--- config.mk ---
export PLATFORM = sky130hd
export DESIGN_NAME = serial_divider_core
export DESIGN_NICKNAME = d
export VERILOG_FILES = /design/src/rtl/serial_divider_core.sv
export SDC_FILE = /design/constraint.sdc
export NUM_CORES = 1
export LEC_CHECK = 0
export ABC_AREA = 1
export ABC_CLOCK_PERIOD_IN_PS = 13100
export CAP_MARGIN = 20
export CORE_MARGIN = 3
export CORE_UTILIZATION = 50
export DETAILED_ROUTE_END_ITERATION = 8
export GPL_TIMING_DRIVEN = 0
export PLACE_DENSITY_LB_ADDON = 0.25
export SLEW_MARGIN = 20
export SYNTH_ARGS = -nofsm -noshare
export SYNTH_HDL_FRONTEND = slang
export SYNTH_SLANG_ARGS = --single-unit
--- constraint.sdc ---
create_clock -name clk_i -period 13.1 [get_ports clk_i]
set_input_delay 2.62 -clock clk_i [delete_from_list [all_inputs] [get_ports clk_i]]
set_output_delay 2.62 -clock clk_i [all_outputs]
set_load 0.05 [all_outputs]
--- src/rtl/serial_divider_core.sv ---
// Iterative restoring divider: one quotient bit per clock, XLEN+1 cycles from start to done.
// Optional signed mode is built only when SERIAL_DIV_SIGNED_EN is defined.
module serial_divider_core #(
  parameter int XLEN = 32
) (
  input  logic            clk_i,
  input  logic            reset_i,
  input  logic            start_i,
  input  logic [XLEN-1:0] dividend_i,
  input  logic [XLEN-1:0] divisor_i,
  input  logic            signed_i,
  output logic            busy_o,
  output logic            done_o,
  output logic [XLEN-1:0] quotient_o,
  output logic [XLEN-1:0] remainder_o,
  output logic            div_zero_o
);

  localparam int CW = (XLEN > 1) ? $clog2(XLEN) : 1;
  localparam logic [CW-1:0]   CNT_LOAD = CW'(XLEN - 1);
  localparam logic [CW-1:0]   CNT_ONE  = CW'(1'b1);
  localparam logic [CW-1:0]   CNT_ZERO = {CW{1'b0}};
  localparam logic [XLEN-1:0] ZERO     = {XLEN{1'b0}};
  localparam logic [XLEN-1:0] ONES     = {XLEN{1'b1}};

  typedef enum logic [1:0] {
    IDLE = 2'd0,
    CALC = 2'd1,
    DONE = 2'd2
  } state_t;

  state_t            state_r;
  state_t            state_nx_s;
  logic [XLEN-1:0]   dvd_shift_r;
  logic [XLEN-1:0]   dvs_r;
  logic [XLEN-1:0]   orig_dvd_r;
  logic [XLEN-1:0]   rem_r;
  logic [XLEN-2:0]   quo_r;
  logic [CW-1:0]     cnt_r;
  logic              dvs_zero_r;
  logic              accept_s;
  logic [XLEN-1:0]   dvd_mag_s;
  logic [XLEN-1:0]   dvs_mag_s;
  logic [XLEN:0]     r_shift_s;
  logic [XLEN-1:0]   diff_s;
  logic              ge_s;
  logic [XLEN-1:0]   rem_next_s;
  logic [XLEN-1:0]   quo_next_s;
  logic [XLEN-1:0]   q_sgn_s;
  logic [XLEN-1:0]   r_sgn_s;
  logic [XLEN-1:0]   q_fin_s;
  logic [XLEN-1:0]   r_fin_s;

  assign accept_s = (state_r == IDLE) && start_i;

`ifdef SERIAL_DIV_SIGNED_EN
  localparam logic [XLEN-1:0] ONE = XLEN'(1'b1);

  logic neg_q_s;
  logic neg_r_s;
  logic neg_q_r;
  logic neg_r_r;

  function automatic logic [XLEN-1:0] negate(input logic [XLEN-1:0] x);
    return ~x + ONE;
  endfunction

  // Operand magnitudes and result-sign flags at entry
  always_comb begin
    dvd_mag_s = dividend_i;
    dvs_mag_s = divisor_i;
    neg_q_s   = 1'b0;
    neg_r_s   = 1'b0;
    if (signed_i) begin
      dvd_mag_s = dividend_i[XLEN-1] ? negate(dividend_i) : dividend_i;
      dvs_mag_s = divisor_i[XLEN-1] ? negate(divisor_i) : divisor_i;
      neg_q_s   = dividend_i[XLEN-1] ^ divisor_i[XLEN-1];
      neg_r_s   = dividend_i[XLEN-1];
    end else begin
      dvd_mag_s = dividend_i;
      dvs_mag_s = divisor_i;
    end
  end

  // Sign flags captured with the operands
  always_ff @(posedge clk_i or posedge reset_i) begin
    if (reset_i) begin
      neg_q_r <= 1'b0;
      neg_r_r <= 1'b0;
    end else if (accept_s) begin
      neg_q_r <= neg_q_s;
      neg_r_r <= neg_r_s;
    end else begin
      neg_q_r <= neg_q_r;
      neg_r_r <= neg_r_r;
    end
  end

  // Sign correction applied to the final iteration's result
  always_comb begin
    q_sgn_s = neg_q_r ? negate(quo_next_s) : quo_next_s;
    r_sgn_s = neg_r_r ? negate(rem_next_s) : rem_next_s;
  end
`else
  logic unused_signed_s;

  assign unused_signed_s = signed_i;
  assign dvd_mag_s       = dividend_i;
  assign dvs_mag_s       = divisor_i;
  assign q_sgn_s         = quo_next_s;
  assign r_sgn_s         = rem_next_s;
`endif

  // One restoring step; R stays below the divisor so the difference fits XLEN bits
  always_comb begin
    r_shift_s  = {rem_r, dvd_shift_r[XLEN-1]};
    ge_s       = (r_shift_s >= {1'b0, dvs_r});
    diff_s     = r_shift_s[XLEN-1:0] - dvs_r;
    rem_next_s = ge_s ? diff_s : r_shift_s[XLEN-1:0];
    quo_next_s = {quo_r, ge_s};
  end

  // Zero divisor overrides whatever the datapath produced
  always_comb begin
    if (dvs_zero_r) begin
      q_fin_s = ONES;
      r_fin_s = orig_dvd_r;
    end else begin
      q_fin_s = q_sgn_s;
      r_fin_s = r_sgn_s;
    end
  end

  // FSM state register
  always_ff @(posedge clk_i or posedge reset_i) begin
    if (reset_i) begin
      state_r <= IDLE;
    end else begin
      state_r <= state_nx_s;
    end
  end

  // FSM next-state logic
  always_comb begin
    state_nx_s = state_r;
    case (state_r)
      IDLE:    state_nx_s = start_i ? CALC : IDLE;
      CALC:    state_nx_s = (cnt_r == CNT_ZERO) ? DONE : CALC;
      DONE:    state_nx_s = IDLE;
      default: state_nx_s = IDLE;
    endcase
  end

  // Datapath and registered outputs; results load on the last CALC edge so done_o is seen in DONE
  always_ff @(posedge clk_i or posedge reset_i) begin
    if (reset_i) begin
      dvd_shift_r <= ZERO;
      dvs_r       <= ZERO;
      orig_dvd_r  <= ZERO;
      rem_r       <= ZERO;
      quo_r       <= {(XLEN-1){1'b0}};
      cnt_r       <= CNT_ZERO;
      dvs_zero_r  <= 1'b0;
      busy_o      <= 1'b0;
      done_o      <= 1'b0;
      quotient_o  <= ZERO;
      remainder_o <= ZERO;
      div_zero_o  <= 1'b0;
    end else begin
      case (state_r)
        IDLE: begin
          done_o <= 1'b0;
          if (start_i) begin
            dvd_shift_r <= dvd_mag_s;
            dvs_r       <= dvs_mag_s;
            orig_dvd_r  <= dividend_i;
            dvs_zero_r  <= (divisor_i == ZERO);
            rem_r       <= ZERO;
            quo_r       <= {(XLEN-1){1'b0}};
            cnt_r       <= CNT_LOAD;
            busy_o      <= 1'b1;
          end else begin
            busy_o <= 1'b0;
          end
        end
        CALC: begin
          rem_r       <= rem_next_s;
          quo_r       <= quo_next_s[XLEN-2:0];
          dvd_shift_r <= {dvd_shift_r[XLEN-2:0], 1'b0};
          cnt_r       <= cnt_r - CNT_ONE;
          if (cnt_r == CNT_ZERO) begin
            quotient_o  <= q_fin_s;
            remainder_o <= r_fin_s;
            div_zero_o  <= dvs_zero_r;
            done_o      <= 1'b1;
          end else begin
            done_o <= 1'b0;
          end
        end
        DONE: begin
          done_o <= 1'b0;
          busy_o <= 1'b0;
        end
        default: begin
          done_o <= 1'b0;
          busy_o <= 1'b0;
        end
      endcase
    end
  end

endmodule

==> reports/qor.yml, run 1 <==
yosysWarnings: 0
core-area_mm2: 0.02382
ys_ff_latch: 233
dp_hpwl_um: 26430
setup_viol: 0
grt_pass1_vias: 10950
hold_viol_final: 0
fp.dieH_um: 163.1
gp_congestion: 0.9229
path_clk_slew_ns: 0.06
totalWireLength_um: 34580
r2r_slack_ns: 10.31
synth_cell_types: 41
final_net_count: 1879
syn_avg_cell_area_um2: 7.641
slew_headroom_pct: 42.26
ant_nets: 0
worst-path-buf-inv: 4
clockBufferDepth: 3
insertion_delay_ns: 0.51
antenna_found_initial: 1
final_common_cell: "nand2_1"
cts_tree: "built"
finClkSkew_ns: 0.007404
fin_crit_ns: 4.745
final_cell_mix: "nand2_1 (577), dfrtp_1 (233), inv_1 (220)"
path_delay_family: "buffers and inverters"
drc: 0
cts_resized: 0
via_per_inst: 5.160
wl_met2_um: 15870
rsz0062_at_grt: "false"
wl_per_cell_um: 16.38
io_buffers: 133
power_density_mw_per_mm2: 314.5
critPathArrivalTime_ns: 5.11
area_delta_synth_final_pct: 21.12
ys_seq_area_share_pct: 47.28
vias: 10890
drive_gt1_share_pct: 7.701
fmax_mhz: 210.7
final_util_pct: 62.70
drt-met1-wl_um: 15480
slowest_delay_ns: 0.68
ios: 135
antenna_cells: 0
crit_path_start_kind: "primary input"
numCtsBuffers: 25
top_layer: "met5"
initialDrtViolationCount: 715
die_w_um: 163.1
slew_viol_final: 0
post_cts_buffers: 0
overflow: 0
cts_hold_buf: 0
cts.sinks: 233
path_class: "in -> reg"
critPathMaxFanout: 10
synth_nets: 1716
cts_root_buf: "clkbuf_16"
outcome: "completed"
dr.pass1.iters: 5
finalCritPeriodShare_pct: 36.22
grt_max_degree: 85
synthArstFlopShare_pct: 100.0
postSynthCellCount: 1614
worstPathCellList: "clkdlybuf4s50_1 -> nand2_1 -> nor2_1 -> clkbuf_1 -> buf_2 -> buf_1 -> o21ai_0"
min_path_type: "reg -> reg"
synthFlopType: "dfrtp_1"
fillers: 2135
tns_ns: 0
wl_met3_um: 2342
grtUsageTotal_pct: 26.44
synth_edf_count: 0
leakagePower_nw: 7.614
start_util_pct: 51.77
maxCapViolCount: 0
ir_drop_mv: 0.1478
die_area_mm2: 0.02659
worst_setup_path_end_kind: "register"
worst_slew_pin_slew_ns: 0.8582
crit_slowest_cell: "clkbuf_1"
h-tree-depth: 1
syn-cell-area_mm2: 0.01233
grt_pass1_wl_um: 56250
worstPathRequired_ns: 13.47
fp-row-count: 56
## worst min-delay path: cells and delay by family, from the launching register on
kind	cells	cell delay, ns
flip-flops	1	0.34
AND/OR/NAND/NOR	2	0.10
## where the power goes
part	switching (W)	internal, W
Sequential	0.000164	0.00103
Clock	0.000280	0.000393
Combinational	0.00189	0.000937
Total	0.00234	0.00236
## layout make-up
class	count	area [um2]	share of cell area (%)
well taps	319	399.1	2.672
plain buffers	63	395.4	2.647
multi-input cells	1091	5255	35.18
flip-flops and latches	233	5831	39.03
inverters	227	859.6	5.754
clock inverters	5	33.78	0.2261
clock buffers	37	750.7	5.026
repair buffers	136	1414	9.465
## path summary, 6_finish.rpt
check | start | to | cells past startpoint
worst max-delay path | start_i | dvs_r[31] | 7
worst min-delay path | remainder_o[23] | remainder_o[23] | 2
worst max register to register | dvd_shift_r[31] | remainder_o[24] | 16
worst min register to register | remainder_o[23] | remainder_o[23] | 2
max in group asynchronous | reset_i | dvs_r[20] | 4
min in group asynchronous | reset_i | dvd_shift_r[5] | 3
## registers in the layout, summed over array words and instances, names as in the netlist
signal and cells:
busy_o 1, state_r 1, dvs_zero_r 1, cnt_r 5, dvd_shift_r 32, rem_r 32, quotient_o 32, dvs_r 32
quo_r 31, orig_dvd_r 32, done_o 1, div_zero_o 1, remainder_o 32
## synthesized netlist by cell type, types with 2 or more instances
library cell | number | share of area (%)
xor2_1 | 14 | 0.99
nor4_1 | 7 | 0.36
nor2_4 | 2 | 0.18
inv_1 | 221 | 6.7
nor2_1 | 70 | 2.1
buf_12 | 3 | 0.49
a21oi_1 | 82 | 3.3
a21o_1 | 2 | 0.12
buf_6 | 6 | 0.55
nand3b_1 | 8 | 0.49
o21ai_0 | 69 | 2.8
inv_2 | 6 | 0.18
nand2_1 | 577 | 18
and2_1 | 4 | 0.20
nor2_2 | 10 | 0.51
clkbuf_1 | 31 | 0.94
nand3_1 | 100 | 4.1
nand2_4 | 2 | 0.18
o22ai_1 | 31 | 1.6
nor3_1 | 9 | 0.37
dfrtp_1 | 233 | 47
nand4_1 | 5 | 0.25
ha_1 | 33 | 3.3
clkbuf_8 | 4 | 0.45
nand3_2 | 14 | 1.1
buf_2 | 17 | 0.69
o21ai_1 | 17 | 0.69
nand2_2 | 24 | 1.2
## logic make-up after synthesis
kind of cell             synth area share, %
AO/OA/AOI/OAI                          8.907
buffers and inverters                  10.11
XOR/XNOR                              0.9942
adder cells (fa/ha/maj)                3.510
AND/OR/NAND/NOR                        29.20
flip-flops                             47.28
## through the flow
stage / hold WS (ns) / total power, W / std cells / setup slack (ns) / cell area (um2)
2_1_floorplan: 0.4422 / 0.003207 / 1614 / 4.090 / 12330
3_3_place_gp: 0.4624 / 0.003950 / 2066 / 1.165 / 14060
3_5_place_dp: 0.4637 / 0.003995 / 2069 / 7.869 / 14150
4_1_cts: 0.4800 / 0.004694 / 2111 / 8.401 / 14940
5_1_grt: 0.5059 / 0.005100 / 2111 / 8.263 / 14940
6_report: 0.4786 / 0.004698 / 2111 / 8.355 / 14940
## metal layers
metal  up-vias  GRT usage [%]
li1       5390              -
met1      5158          37.16
met2       280          42.86
met3        62          4.489
met4         2          6.959
met5         -              0
Power figures use the tool's default switching activity.
==> run 2: changes to the inputs <==
ABC_CLOCK_PERIOD_IN_PS = 4230   (was 13100)
clock period = 4.23 ns   (was 13.1 ns; I/O delays follow)
==> reports/qor.yml, run 2 (synthesized netlist as in run 1, its figures left out) <==
fmax_mhz: 341.7
grt_pass1_wl_um: 56370  # was 56,250 um
drt-met1-wl_um: 15490  # was 15,480 um
cts_root_buf: "clkbuf_16"  # unchanged
cts_tree: "built"  # unchanged
ir_drop_mv: 0.5481  # was 0.1478 mV
slew_viol_final: 0  # unchanged
final_net_count: 1884  # was 1,879
maxCapViolCount: 0  # unchanged
ant_nets: 0  # unchanged
critical_path.most_common_cell: "nand2_1"
insertion_delay_ns: 0.53  # was 0.51 ns
path_class: "in -> reg"  # unchanged
io_buffers: 133  # unchanged
start_util_pct: 51.77  # unchanged
hold_viol_final: 0  # unchanged
worstPathRequired_ns: 4.65  # was 13.47 ns
area_delta_synth_final_pct: 21.87  # was 21.12%
wl_met2_um: 16450  # was 15,870 um
antenna_cells: 0  # unchanged
crit_path_start_kind: "primary input"  # unchanged
drc: 0  # unchanged
fp.dieH_um: 163.1  # unchanged
initialDrtViolationCount: 638  # was 715
grtUsageTotal_pct: 26.63  # was 26.44%
outcome: "completed"  # unchanged
cts_hold_buf: 0  # unchanged
fp-row-count: 56  # unchanged
finalCritPeriodShare_pct: 69.19
setup_viol: 0  # unchanged
cts.sinks: 233  # unchanged
worstPathCellList: "clkdlybuf4s50_1 -> nand2_1 -> nor2_1 -> clkbuf_1 -> buf_2 -> buf_1 -> nand2_1 -> o21ai_0"  # was clkdlybuf4s50_1 -> nand2_1 -> nor2_1 -> clkbuf_1 -> buf_2 -> buf_1 -> o21ai_0
path_clk_slew_ns: 0.06  # about the same
slowest_delay_ns: 0.61  # was 0.68 ns
via_per_inst: 5.119  # was 5.160
core-area_mm2: 0.02382  # unchanged
antenna_found_initial: 0  # was 1
worst_slew_pin_slew_ns: 0.7878  # was 0.8582 ns
post_cts_buffers: 0  # unchanged
wl_met3_um: 2105  # was 2342 um
final_common_cell: "nand2_1"  # unchanged
fin_cells: 2117  # was 2,111
overflow: 0  # unchanged
wl_per_cell_um: 16.40  # was 16.38 um
die_area_mm2: 0.02659  # unchanged
gp_congestion: 0.9158  # was 0.9229
tns_ns: 0  # unchanged
slew_headroom_pct: 46.99  # was 42.26%
worst_setup_path_end_kind: "register"  # unchanged
clockBufferDepth: 3  # unchanged
grt_max_degree: 35  # was 85
crit_slowest_cell: "clkbuf_1"  # unchanged
top_layer: "met4"  # was met5
cts_resized: 0  # unchanged
dp_hpwl_um: 26950  # was 26,430 um
grt_pass1_vias: 10810  # was 10,950
fin_crit_ns: 2.927
drive_gt1_share_pct: 8.009  # was 7.701%
h-tree-depth: 1  # unchanged
dr.pass1.iters: 5  # unchanged
min_path_type: "reg -> reg"  # unchanged
power_density_mw_per_mm2: 970.9  # was 314.5 mW/mm2
totalWireLength_um: 34730  # was 34,580 um
rsz0062_at_grt: "false"  # unchanged
leakagePower_nw: 7.657  # was 7.614 nW
place_inst: 2074  # was 2,069
finClkSkew_ns: 0.02180  # was 0.007404 ns
final_cell_mix: "nand2_1 (577), dfrtp_1 (233), inv_1 (220)"  # unchanged
vias: 10840  # was 10,890
critPathArrivalTime_ns: 3.34  # was 5.11 ns
die_w_um: 163.1  # unchanged
critPathMaxFanout: 10  # unchanged
numCtsBuffers: 25  # unchanged
ios: 135  # unchanged
run 2: changes by cell type in the layout (fill, tap and decap cells not counted), moves of 2 or more:
cell	before	now
buf_12	3	10
clkinv_2	2	6
clkbuf_8	12	7
buf_16	3	1
bufinv_16	0	2
run 2: path summary, 6_finish.rpt:
| check | cells after the start | end | slack, ns | from |
|---|---|---|---|---|
| max | 8 | dvs_r[2] | 1.30 | start_i |
| min reg2reg | 2 | dvd_shift_r[0] | 0.47 | dvd_shift_r[0] |
| max in group asynchronous | 7 | dvs_r[22] | 2.21 | reset_i |
| max reg2reg | 16 | remainder_o[24] | 1.47 | dvd_shift_r[31] |
| min | 2 | dvd_shift_r[0] | 0.47 | dvd_shift_r[0] |
| min in group asynchronous | 2 | dvd_shift_r[16] | 0.65 | reset_i |
run 2: through the flow:
step	total power [W]	utilization, %	setup slack (ns)	hold WS (ns)	cell area, um2
6_report	0.01459	63.09	1.303	0.4739	15030
5_1_grt	0.01584	63.09	1.184	0.4868	15030
4_1_cts	0.01456	63.09	1.401	0.4778	15030
3_5_place_dp	0.01234	59.75	0.9535	0.4636	14230
3_3_place_gp	0.01219	59.05	-1.440	0.4623	14070
2_1_floorplan	0.009934	-	0.3341	0.4422	12340
run 2: layout make-up:
type                            count  area (um2)
Fill cell                        2131        8792
Clock inverter                     11       113.9
Tap cell                          319       399.1
Clock buffer                       32       681.9
Sequential cell                   233        5831
Timing Repair Buffer              141        1499
Inverter                          227       855.8
Buffer                             63       395.4
Multi-Input combinational cell   1091        5255
run 2: report_power, final:
group | internal (W) | leakage [nW] | switching (W) | total [W]
Sequential | 0.00319 | 2.68 | 0.000507 | 0.00369
Combinational | 0.00291 | 4.58 | 0.00584 | 0.00875
Clock | 0.00126 | 0.391 | 0.000897 | 0.00215
Total | 0.00735 | 7.66 | 0.00724 | 0.0146
run 2: worst max-delay path, delay by kind of cell:
family	cells	cell delay (ns)
buffers and inverters	4	1.93
and+or+nand+nor	3	0.42
AOI/OAI and AO/OA	1	0.15
run 2: routing by layer:
layer,track usage (%),vias up
met4,5.767,0
li1,-,5382
met5,0,-
met3,4.793,47
met1,37.03,5147
met2,43.99,260
